<file path="src/rtl/watch_time_set_pkg.sv">
// Shared watch types: field/state enums, calendar limits, max_days().
// Also intended for use by the watch/date counter.
package watch_pkg;

    typedef enum logic [2:0] {
        F_YEAR  = 3'd0,
        F_MONTH = 3'd1,
        F_DAY   = 3'd2,
        F_HOUR  = 3'd3,
        F_MIN   = 3'd4,
        F_SEC   = 3'd5
    } field_e;

    typedef enum logic [1:0] {
        S_IDLE,
        S_CAPTURE,
        S_EDIT,
        S_COMMIT
    } state_e;

    typedef struct packed {
        logic [7:0] year;
        logic [7:0] month;
        logic [7:0] day;
        logic [7:0] hour;
        logic [7:0] minute;
        logic [7:0] second;
    } wtime_t;

    localparam logic [7:0] YEAR_MIN  = 8'd0;
    localparam logic [7:0] YEAR_MAX  = 8'd255;
    localparam logic [7:0] MONTH_MIN = 8'd1;
    localparam logic [7:0] MONTH_MAX = 8'd12;
    localparam logic [7:0] DAY_MIN   = 8'd1;
    localparam logic [7:0] HOUR_MAX  = 8'd23;
    localparam logic [7:0] MIN_MAX   = 8'd59;
    localparam logic [7:0] SEC_MAX   = 8'd59;

    // No leap years; invalid months fall back to 31.
    function automatic logic [7:0] max_days(input logic [7:0] month);
        logic [7:0] md;
        unique case (1'b1)
            (month == 8'd2): md = 8'd28;
            (month == 8'd4) || (month == 8'd6) ||
            (month == 8'd9) || (month == 8'd11): md = 8'd30;
            default: md = 8'd31;
        endcase
        return md;
    endfunction

endpackage

</file>
<file path="src/rtl/watch_time_set_if.sv">
// Button/time bus between debouncers, editor and watch/date counter.
// master drives buttons and cur_time; slave is the editor.
interface watch_time_set_if;

    logic        active;
    logic        clk1sec;
    logic        set_req;
    logic        btn_next;
    logic        btn_up;
    logic        btn_down;
    logic        btn_ok;
    logic        btn_cancel;
    logic [47:0] cur_time;

    logic        set_time;
    logic [47:0] edit_time;
    logic [2:0]  edit_field;
    logic [47:0] load_time;
    logic        load_valid;

    modport master (
        output active, clk1sec, set_req,
        output btn_next, btn_up, btn_down,
        output btn_ok, btn_cancel, cur_time,
        input  set_time, edit_time, edit_field,
        input  load_time, load_valid
    );

    modport slave (
        input  active, clk1sec, set_req,
        input  btn_next, btn_up, btn_down,
        input  btn_ok, btn_cancel, cur_time,
        output set_time, edit_time, edit_field,
        output load_time, load_valid
    );

endinterface

</file>
<file path="src/rtl/watch_time_set_field_step.sv">
// One field step: +/-1 with wrap over [min,max].
// Out-of-range input snaps to min on up, max on down.
module watch_field_step (
    input  logic [7:0] val_i,
    input  logic [7:0] min_i,
    input  logic [7:0] max_i,
    input  logic       up_i,
    input  logic       down_i,
    output logic [7:0] val_o
);

    logic oor;

    assign oor = (val_i < min_i) || (val_i > max_i);

    always_comb begin
        val_o = val_i;
        unique case (1'b1)
            (up_i && !down_i): begin
                if (oor || val_i == max_i) val_o = min_i;
                else                       val_o = val_i + 8'd1;
            end
            (down_i && !up_i): begin
                if (oor || val_i == min_i) val_o = max_i;
                else                       val_o = val_i - 8'd1;
            end
            default: val_o = val_i;
        endcase
    end

endmodule

</file>
<file path="src/rtl/watch_time_set.sv">
// Watch time editor: capture, step, validate and commit a 48-bit time.
// Optional WATCH_SET_TIMEOUT_EN aborts the edit after TIMEOUT_SEC idle seconds.
module watch_time_set
    import watch_pkg::*;
#(
    parameter int TIMEOUT_SEC = 30
) (
    input logic             clk,
    input logic             rst,
    watch_time_set_if.slave bus
);

    state_e      state_q;
    wtime_t      edit_time_q;
    field_e      edit_field_q;
    logic [47:0] load_time_q;
    logic        load_valid_q;
    logic        set_time_q;

    wtime_t      et;
    wtime_t      ed_d;
    field_e      field_d;
    logic [7:0]  sel_val;
    logic [7:0]  sel_min;
    logic [7:0]  sel_max;
    logic [7:0]  stepped;
    logic        any_btn;
    logic        step_en;

    assign et = edit_time_q;

    assign any_btn = bus.btn_next | bus.btn_up | bus.btn_down |
                     bus.btn_ok | bus.btn_cancel;
    assign step_en = bus.btn_up ^ bus.btn_down;

    always_comb begin
        sel_val = 8'd0;
        sel_min = 8'd0;
        sel_max = 8'd0;
        case (edit_field_q)
            F_YEAR:  begin sel_val = et.year;   sel_min = YEAR_MIN;  sel_max = YEAR_MAX;  end
            F_MONTH: begin sel_val = et.month;  sel_min = MONTH_MIN; sel_max = MONTH_MAX; end
            F_DAY:   begin sel_val = et.day;    sel_min = DAY_MIN;   sel_max = max_days(et.month); end
            F_HOUR:  begin sel_val = et.hour;   sel_min = 8'd0;      sel_max = HOUR_MAX;  end
            F_MIN:   begin sel_val = et.minute; sel_min = 8'd0;      sel_max = MIN_MAX;   end
            F_SEC:   begin sel_val = et.second; sel_min = 8'd0;      sel_max = SEC_MAX;   end
            default: ;
        endcase
    end

    watch_field_step u_step (
        .val_i  (sel_val),
        .min_i  (sel_min),
        .max_i  (sel_max),
        .up_i   (bus.btn_up),
        .down_i (bus.btn_down),
        .val_o  (stepped)
    );

    // A month step pulls day down to the new month's length in the same cycle.
    always_comb begin
        ed_d = et;
        case (edit_field_q)
            F_YEAR:  ed_d.year = stepped;
            F_MONTH: begin
                ed_d.month = stepped;
                if (et.day > max_days(stepped)) ed_d.day = max_days(stepped);
            end
            F_DAY:   ed_d.day    = stepped;
            F_HOUR:  ed_d.hour   = stepped;
            F_MIN:   ed_d.minute = stepped;
            F_SEC:   ed_d.second = stepped;
            default: ;
        endcase
    end

    assign field_d = (edit_field_q == F_SEC) ? F_YEAR
                   : field_e'(edit_field_q + 3'd1);

`ifdef WATCH_SET_TIMEOUT_EN
    logic [15:0] tmo_q;
    logic        unused_cfg;
    assign unused_cfg = 1'b0;
`else
    logic unused_cfg;
    assign unused_cfg = bus.clk1sec ^ (TIMEOUT_SEC != 0);
`endif

    always_ff @(posedge clk or negedge rst) begin
        if (!rst) begin
            state_q      <= S_IDLE;
            edit_time_q  <= '0;
            edit_field_q <= F_YEAR;
            load_time_q  <= '0;
            load_valid_q <= 1'b0;
            set_time_q   <= 1'b0;
`ifdef WATCH_SET_TIMEOUT_EN
            tmo_q        <= '0;
`endif
        end else begin
            load_valid_q <= 1'b0;
            unique case (state_q)
                S_IDLE: begin
                    if (bus.set_req && bus.active) begin
                        state_q    <= S_CAPTURE;
                        set_time_q <= 1'b1;
                    end
                end
                S_CAPTURE: begin
                    edit_time_q  <= bus.cur_time;
                    edit_field_q <= F_YEAR;
                    state_q      <= S_EDIT;
`ifdef WATCH_SET_TIMEOUT_EN
                    tmo_q        <= '0;
`endif
                end
                S_EDIT: begin
                    if (bus.active) begin
                        if (bus.btn_cancel) begin
                            state_q    <= S_IDLE;
                            set_time_q <= 1'b0;
                        end else if (bus.btn_ok) begin
                            state_q      <= S_COMMIT;
                            load_time_q  <= edit_time_q;
                            load_valid_q <= 1'b1;
                        end else if (bus.btn_next) begin
                            edit_field_q <= field_d;
                        end else if (step_en) begin
                            edit_time_q <= ed_d;
                        end
`ifdef WATCH_SET_TIMEOUT_EN
                        // A button in the expiry cycle keeps the edit alive.
                        if (any_btn) begin
                            tmo_q <= '0;
                        end else if (bus.clk1sec) begin
                            if (tmo_q >= 16'(TIMEOUT_SEC - 1)) begin
                                state_q    <= S_IDLE;
                                set_time_q <= 1'b0;
                                tmo_q      <= '0;
                            end else begin
                                tmo_q <= tmo_q + 16'd1;
                            end
                        end
`endif
                    end
                end
                S_COMMIT: begin
                    state_q    <= S_IDLE;
                    set_time_q <= 1'b0;
                end
                default: state_q <= S_IDLE;
            endcase
        end
    end

    logic unused_btn;
    assign unused_btn = any_btn & unused_cfg;

    assign bus.set_time   = set_time_q;
    assign bus.edit_time  = edit_time_q;
    assign bus.edit_field = edit_field_q;
    assign bus.load_time  = load_time_q;
    assign bus.load_valid = load_valid_q;

endmodule

</file>
<file path="src/flat_wrapper.sv">
// flat-port wrapper written by rule: the top's interface ports become plain ports
module watch_time_set_flat import watch_pkg::*;
#(
    parameter int TIMEOUT_SEC = 30
)
  (clk, rst, bus_active, bus_clk1sec, bus_set_req, bus_btn_next, bus_btn_up, bus_btn_down, bus_btn_ok, bus_btn_cancel, bus_cur_time, bus_set_time, bus_edit_time, bus_edit_field, bus_load_time, bus_load_valid);
  watch_time_set_if bus_i ();
  input logic clk;
  input logic rst;
  input wire logic [$bits(bus_i.active)-1:0] bus_active;
  input wire logic [$bits(bus_i.clk1sec)-1:0] bus_clk1sec;
  input wire logic [$bits(bus_i.set_req)-1:0] bus_set_req;
  input wire logic [$bits(bus_i.btn_next)-1:0] bus_btn_next;
  input wire logic [$bits(bus_i.btn_up)-1:0] bus_btn_up;
  input wire logic [$bits(bus_i.btn_down)-1:0] bus_btn_down;
  input wire logic [$bits(bus_i.btn_ok)-1:0] bus_btn_ok;
  input wire logic [$bits(bus_i.btn_cancel)-1:0] bus_btn_cancel;
  input wire logic [$bits(bus_i.cur_time)-1:0] bus_cur_time;
  output wire logic [$bits(bus_i.set_time)-1:0] bus_set_time;
  output wire logic [$bits(bus_i.edit_time)-1:0] bus_edit_time;
  output wire logic [$bits(bus_i.edit_field)-1:0] bus_edit_field;
  output wire logic [$bits(bus_i.load_time)-1:0] bus_load_time;
  output wire logic [$bits(bus_i.load_valid)-1:0] bus_load_valid;
  assign bus_i.active = bus_active;
  assign bus_i.clk1sec = bus_clk1sec;
  assign bus_i.set_req = bus_set_req;
  assign bus_i.btn_next = bus_btn_next;
  assign bus_i.btn_up = bus_btn_up;
  assign bus_i.btn_down = bus_btn_down;
  assign bus_i.btn_ok = bus_btn_ok;
  assign bus_i.btn_cancel = bus_btn_cancel;
  assign bus_i.cur_time = bus_cur_time;
  assign bus_set_time = bus_i.set_time;
  assign bus_edit_time = bus_i.edit_time;
  assign bus_edit_field = bus_i.edit_field;
  assign bus_load_time = bus_i.load_time;
  assign bus_load_valid = bus_i.load_valid;
  watch_time_set #(.TIMEOUT_SEC(TIMEOUT_SEC)) u_core (.clk(clk), .rst(rst), .bus(bus_i));
endmodule
</file>
<file path="config.mk">
export PLATFORM = sky130hd
export DESIGN_NAME = watch_time_set_flat
export DESIGN_NICKNAME = d
export VERILOG_FILES = /design/src/rtl/watch_time_set_pkg.sv /design/src/rtl/watch_time_set_if.sv /design/src/rtl/watch_time_set_field_step.sv /design/src/rtl/watch_time_set.sv /design/src/flat_wrapper.sv
export SDC_FILE = /design/constraint.sdc
export NUM_CORES = 1
export LEC_CHECK = 0
export CORE_AREA = 2 2 108 110
export DETAILED_ROUTE_END_ITERATION = 7
export DIE_AREA = 0 0 110 112
export PLACE_DENSITY = 0.86
export SYNTH_ARGS = -nofsm -noshare
export SYNTH_HDL_FRONTEND = slang
export SYNTH_SLANG_ARGS = --single-unit
</file>
<file path="constraint.sdc">
create_clock -name clk -period 13.1 [get_ports clk]
set_clock_uncertainty 0.2 [all_clocks]
set_input_delay 2.62 -clock clk [delete_from_list [all_inputs] [get_ports clk]]
set_output_delay 2.62 -clock clk [all_outputs]
set_load 0.01 [all_outputs]
</file>
==> results of run 1 <==
worst register-to-register path, delay by kind of cell, from the launching register on:
kind	cells	cell delay [ns]
AO/OA/AOI/OAI	11	3.02
AND/OR/NAND/NOR	5	1.58
adder cells (fa/ha/maj)	3	1.06
flip-flops	1	0.90
buffers and inverters	2	0.44
multiplexers	1	0.26
cell usage in the layout, fill, tap and decap left out, drive strengths merged, types with 5 or more instances in the layout:
cell / instances
o21ai: 30
ha: 16
nand3: 11
inv: 24
nor3: 11
nand2: 204
nand4: 10
a21oi: 16
dfrtp: 103
a211oi: 5
nor4: 5
and2: 8
nor2b: 6
nand3b: 9
clkdlybuf4s50: 156
nor2: 73
clkbuf: 10
nand2b: 6
mux2: 9
mux2i: 9
a21o: 8
o31ai: 40
metrics by stage:
step	cells	instance area, µm²	utilization	power (mW)	worst slack (ns)
after global routing	977	7720	0.691	2.08	4.95
after floorplan	700	5840	-	1.18	6.78
after detailed placement	961	7430	0.665	1.68	5.68
after CTS	977	7720	0.691	1.95	5.61
after global placement	961	7430	0.665	1.65	5.73
final	977	7720	0.691	1.96	5.46
flip-flops by register name, indices dropped and copies added, names as in the netlist:
| name | flops |
|---|---|
| u_core.state_q | 2 |
| u_core.bus.edit_field | 3 |
| u_core.bus.set_time | 1 |
| u_core.bus.load_time | 48 |
| u_core.bus.load_valid | 1 |
| u_core.bus.edit_time | 48 |
layout make-up:
cell class	instances	area, µm²
fill	883	3460
multi-input combinational	536	3010
sequential	103	2580
timing repair buffer	160	1590
clock buffer	10	229
tap	143	179
inverter	19	71.3
clock inverter	6	57.6
kinds of logic (layout without fill, tap and decap cells):
kind of cell             count (synthesis)  in the layout
AND/OR/NAND/NOR                        360            360
AO/OA/AOI/OAI                          140            140
flip-flops                             103            103
buffers and inverters                   61            195
multiplexers                            18             18
adder cells (fa/ha/maj)                 16             16
XOR/XNOR                                 2              2
per-layer routing:
layer | part of all wire | vias up | routed length [µm]
li1 | - | 2680 | -
met4 | 0.021 | 0 | 413
met1 | 0.42 | 2866 | 8250
met5 | 0 | - | 0
met3 | 0.089 | 43 | 1750
met2 | 0.47 | 324 | 9300
cells in the mapped netlist (all sizes together), types with 11 or more instances:
master / count / area (µm²)
o21ai: 30 / 150
nor2: 73 / 274
dfrtp: 103 / 2580
nand3: 11 / 55.1
clkbuf: 20 / 75.1
inv: 19 / 71.3
buf: 22 / 118
ha: 16 / 200
a21oi: 16 / 80.1
nand2: 204 / 766
nor3: 11 / 55.1
o31ai: 40 / 300
power by group through the flow:
stage / Combinational, mW / Clock [mW] / Sequential (mW)
3_3_place_gp: 1.04 / 0 / 0.610
2_1_floorplan: 0.555 / 0 / 0.621
5_1_grt: 1.17 / 0.280 / 0.634
3_5_place_dp: 1.06 / 0 / 0.619
6_report: 1.07 / 0.265 / 0.622
4_1_cts: 1.07 / 0.266 / 0.615
final timing paths:
path / end / cells after the start / from
max in group asynchronous: u_core.bus.load_time[25]$_DFFE_PN0P_ / 2 / rst
worst min register to register: u_core.bus.load_time[33]$_DFFE_PN0P_ / 2 / u_core.bus.load_time[33]$_DFFE_PN0P_
worst max register to register: u_core.bus.edit_time[25]$_DFFE_PN0P_ / 22 / u_core.bus.edit_field[2]$_DFFE_PN0P_
min in group asynchronous: u_core.bus.load_time[10]$_DFFE_PN0P_ / 1 / rst
worst max-delay path: u_core.bus.edit_time[25]$_DFFE_PN0P_ / 22 / u_core.bus.edit_field[2]$_DFFE_PN0P_
worst min-delay path: u_core.bus.load_time[33]$_DFFE_PN0P_ / 2 / u_core.bus.load_time[33]$_DFFE_PN0P_
==> impl_metrics.env, run 1 <==
export IMPL_synth_top_family_by_area="simple AND/OR/NAND/NOR gates"
export IMPL_yosysSeqAreaShare=0.441
export IMPL_layout_drive_gt1_share=0.0516
export IMPL_detail_route_antenna_nets=0
export IMPL_path_cells="inv_2 > ha_1 > a22o_1 > nor3_1 > inv_1 > ha_1 > a21oi_1 > nor2_1 > a211oi_1 > a21oi_1 > a21o_1 > o2bb2ai_1 > a211o_1 > or4_4 > nor3b_2 > ha_1 > nor2b_1 > o21ai_0 > a21boi_0 > o21ai_1 > mux2i_1 > o41ai_1"
export IMPL_hold_viol_final=0
export IMPL_status="finished clean"
export IMPL_cts_resized=0
export IMPL_critPathSlowestCell="dfrtp_1"
export IMPL_fin_crit_sh=0.583
export IMPL_synth_compound_area_frac=0.170
export IMPL_crit_path_max_incr_delay_ns=0.90
export IMPL_p_int_mw=1.08
export IMPL_synth_mux_area_frac=0.0328
export IMPL_reg2reg_setup_slack_ns=5.46
export IMPL_p_seq_frac=0.317
export IMPL_grtUsageMet2=0.527
export IMPL_synthArstFlopShare=1.00
export IMPL_synth_edff_count=0
export IMPL_drc=0
export IMPL_synthXorXnorAreaFrac=0.00300
export IMPL_synthCells=700
export IMPL_nNetsFinal=903
export IMPL_vdd_ir_drop_max_v=0.000130
export IMPL_end_kind="register"
export IMPL_critPathTopFamily="compound AO/OA/AOI/OAI gates"
export IMPL_path_class="register to register"
export IMPL_row_count=39
export IMPL_p_per_area_nw_per_um2=254
export IMPL_hold_class="register to register"
export IMPL_yosys_register_bits=103
export IMPL_cp_required_ns=13.10
export IMPL_rsz0062_at_grt="no"
export IMPL_ctsHtreeMaxLevel=3
export IMPL_die_h_um=112
export IMPL_drt_wirelength_per_cell_um=20.2
export IMPL_fmax_ghz=0.131
export IMPL_synthAdderAreaFrac=0.0343
export IMPL_grtUsageTotal=0.328
export IMPL_cts_tree="built"
export IMPL_clk_latency_ns=0.36
export IMPL_setup_violations_final=0
export IMPL_grt_use_met3=0.0591
export IMPL_cts_buffers_inserted=9
export IMPL_drtIter0Drc=551
export IMPL_power_switching_fraction=0.449
export IMPL_routed_wl_um=19700
export IMPL_area_growth_pct=32.1
export IMPL_avgSynthCellArea_um2=8.35
export IMPL_use_met1=0.454
export IMPL_postCtsSetupBuffers=0
export IMPL_overflow=0
export IMPL_maxCapViolCount=0
export IMPL_initial_utilization=0.523
export IMPL_cp_common_cell="ha_1"
export IMPL_yosysWarnings=0
export IMPL_antennaDiodeCount=0
export IMPL_coreArea_um2=11200
export IMPL_syn_cell_area_um2=5840
export IMPL_dieArea_um2=12300
export IMPL_fin_crit_ns=7.64
export IMPL_first_pass_iters=5
export IMPL_clockPowerShare=0.135
export IMPL_p_switching_uw=882
export IMPL_worst_slew_margin_rel=0.169
export IMPL_clock_sinks=103
export IMPL_synthFlopType="dfrtp_1"
export IMPL_slew_violations=0
export IMPL_tns_ns=0
export IMPL_cp_buffers_inverters=2
export IMPL_via_per_inst=6.05
export IMPL_hold_buffers=0
export IMPL_cp_data_arrival_time_ns=7.64
export IMPL_clk_path_buf_depth=2
export IMPL_dr_total_vias=5913
export IMPL_synth_simple_area_share=0.273
export IMPL_cts_root_buffer="clkbuf_16"
export IMPL_worst_hold_slack_ns=0.282
export IMPL_synth_fp_nets=774
export IMPL_p_leak_nw=3.49
export IMPL_numPortBuffers=157
export IMPL_hpwl_um=14700
export IMPL_grt_antenna_before_repair=0
export IMPL_grt_max_degree=62
export IMPL_yosysUniqueCellTypes=60
export IMPL_crit_fanout=26
export IMPL_start_kind="register"
export IMPL_routabilityCongestion=0.907
export IMPL_grt_pass1_wl_um=30900
export IMPL_grt_pass1_vias=5798
export IMPL_tightest_slew_ns=1.24
export IMPL_die_w_um=110
export IMPL_comb_power_share=0.548
export IMPL_num_io_pins=159
export IMPL_clk_pin_slew_worst_paths_ns=0.08
export IMPL_grt_busiest_layer="met2"
(Power assumes the default switching activity.)
==> inputs of run 2 (changes only) <==
Settings changed: CORE_AREA 2 2 108 110 to 2 2 119 121, DIE_AREA 0 0 110 112 to 0 0 121 123, PLACE_DENSITY 0.86 to 0.75.
Clock period 13.1 ns to 6.61 ns, I/O delays scaled along.
==> run 2 against run 1 <==
  * Sequential share of layout area shrank 0.80 points
  * Wire length shrank 4.0%
  * Die area grew 21%
  * Total power grew 99%
  * Maximum frequency grew 26%
  * Final cell count grew 5.6%
  * Global-route usage shrank 6.8 points
  * Cell area grew 2.5%
  * Hold slack lost 0.010 ns
  * Non-clock buffer count grew 19
  * Via count shrank 2.7%
  * Clock power grew 93%
==> impl_metrics.env, run 2 (same netlist as run 1, synthesis figures left out) <==
export IMPL_grt_antenna_before_repair=0
export IMPL_drtIter0Drc=508
export IMPL_drc=0
export IMPL_die_w_um=121
export IMPL_hpwl_um=14000
export IMPL_grt_busiest_layer="met2"
export IMPL_tns_ns=0
export IMPL_die_h_um=123
export IMPL_row_count=43
export IMPL_num_io_pins=159
export IMPL_clk_path_buf_depth=2
export IMPL_grtUsageTotal=0.260
export IMPL_detail_route_antenna_nets=0
export IMPL_cts_root_buffer="clkbuf_16"
export IMPL_antennaDiodeCount=0
export IMPL_area_growth_pct=35.4
export IMPL_reg2reg_setup_slack_ns=0.54
export IMPL_via_per_inst=5.57
export IMPL_numPortBuffers=157
export IMPL_clockPowerShare=0.131
export IMPL_clk_pin_slew_worst_paths_ns=0.07
export IMPL_fmax_ghz=0.165
export IMPL_end_kind="register"
export IMPL_crit_path_max_incr_delay_ns=0.49
export IMPL_ctsHtreeMaxLevel=3
export IMPL_layout_drive_gt1_share=0.0739
export IMPL_place_area_um2=7610
export IMPL_startpoint="u_core.bus.edit_field[0]$_DFFE_PN0P_"
export IMPL_p_int_mw=2.19
export IMPL_finalPower_mw=3.90
export IMPL_maxCapViolCount=0
export IMPL_cp_required_ns=6.61
export IMPL_rr_startpoint="u_core.bus.edit_field[0]$_DFFE_PN0P_"
export IMPL_p_per_area_nw_per_um2=494
export IMPL_cts_buffers_inserted=9
export IMPL_dr_total_vias=5751
export IMPL_drt_wirelength_per_cell_um=18.3
export IMPL_hold_viol_final=0
export IMPL_dp_cells=1016
export IMPL_grt_max_degree=64
export IMPL_clk_latency_ns=0.35
export IMPL_fin_ws_ns=0.537
export IMPL_critPathTopFamily="compound AO/OA/AOI/OAI gates"
export IMPL_layout_commonest_cell="nand2_1"
export IMPL_rsz0062_at_grt="no"
export IMPL_cts_tree="built"
export IMPL_reg2reg_depth=26
export IMPL_nNetsFinal=922
export IMPL_cp_data_arrival_time_ns=6.07
export IMPL_use_met1=0.359
export IMPL_slew_violations=0
export IMPL_initial_utilization=0.429
export IMPL_power_switching_fraction=0.438
export IMPL_p_switching_mw=1.71
export IMPL_status="finished clean"
export IMPL_clock_sinks=103
export IMPL_coreArea_um2=13600
export IMPL_start_kind="register"
export IMPL_worst_slew_margin_rel=0.253
export IMPL_pre_cts_ws_ns=0.582
export IMPL_hold_path_depth=2
export IMPL_routed_wl_um=18900
export IMPL_final_cells=1032
export IMPL_grt_pass1_vias=5317
export IMPL_crit_fanout=10
export IMPL_tightest_slew_ns=1.11
export IMPL_grt_pass1_wl_um=29800
export IMPL_crit_end="u_core.bus.edit_time[24]$_DFFE_PN0P_"
export IMPL_p_seq_frac=0.307
export IMPL_grtUsageMet2=0.415
export IMPL_critPathSlowestCell="dfrtp_1"
export IMPL_vdd_ir_drop_max_v=0.000205
export IMPL_comb_power_share=0.561
export IMPL_design_area_um2=7910
export IMPL_layout_common_cells="nand2_1, clkdlybuf4s50_1, dfrtp_1, nor2_1, o31ai_1"
export IMPL_routabilityCongestion=0.982
export IMPL_grt_use_met3=0.0554
export IMPL_fin_crit_sh=0.919
export IMPL_p_leak_nw=3.57
export IMPL_first_pass_iters=5
export IMPL_path_depth=26
export IMPL_worstReg2RegEnd="u_core.bus.edit_time[24]$_DFFE_PN0P_"
export IMPL_final_util=0.581
export IMPL_hold_class="register to register"
export IMPL_hold_buffers=0
export IMPL_setup_violations_final=0
export IMPL_worst_hold_slack_ns=0.272
export IMPL_dieArea_um2=14900
export IMPL_fin_crit_ns=6.07
export IMPL_cp_buffers_inverters=4
export IMPL_overflow=0
export IMPL_path_class="register to register"
export IMPL_cp_common_cell="a21oi_1"
run 2: power groups by stage:
stage	combinational [mW]	clock, mW	sequential [mW]
6_report	2.19	0.512	1.20
5_1_grt	2.38	0.545	1.24
4_1_cts	2.18	0.517	1.20
3_5_place_dp	2.17	0	1.20
3_3_place_gp	2.14	0	1.20
2_1_floorplan	1.10	0	1.23
run 2: tightest hold or removal path, stage by stage, from the launching register on:
cell and delay, ns:
dfrtp_1 0.34, nand2_1 0.05, nand2_1 0.05
run 2: worst min-delay path by stage:
stage / start / end
after floorplan: u_core.state_q[1]$_DFFE_PN0P_ / u_core.bus.set_time$_DFFE_PN0P_
after global placement: u_core.bus.load_time[3]$_DFFE_PN0P_ / u_core.bus.load_time[3]$_DFFE_PN0P_
after detailed placement: u_core.bus.load_time[17]$_DFFE_PN0P_ / u_core.bus.load_time[17]$_DFFE_PN0P_
after CTS: u_core.bus.load_time[0]$_DFFE_PN0P_ / u_core.bus.load_time[0]$_DFFE_PN0P_
after global routing: u_core.bus.load_time[0]$_DFFE_PN0P_ / u_core.bus.load_time[0]$_DFFE_PN0P_
final: u_core.bus.load_time[23]$_DFFE_PN0P_ / u_core.bus.load_time[23]$_DFFE_PN0P_
run 2: final cells by class:
class	instances	area (µm²)
Inverter	19	71.3
Sequential cell	103	2580
Tap cell	180	225
Multi-Input combinational cell	536	3020
Timing Repair Buffer	179	1730
Fill cell	1219	5700
Clock buffer	9	225
Clock inverter	6	55.1
run 2: repair_timing:
item / 4_1_cts / 5_1_grt
gates resized for setup: 0 / 1
setup endpoints to repair: 0 / 1
setup buffers: 0 / 1
run 2: metal layers:
metal	share of wire	routed length [µm]
met4	0.021	389
met5	0	0
met2	0.46	8770
met3	0.083	1570
met1	0.43	8200
==> inputs of run 3 (changes only) <==
Settings changed: CTS_CLUSTER_SIZE set to 20.
==> results of run 3 <==
Final layout, timing and power as in run 2 (identical DEF).
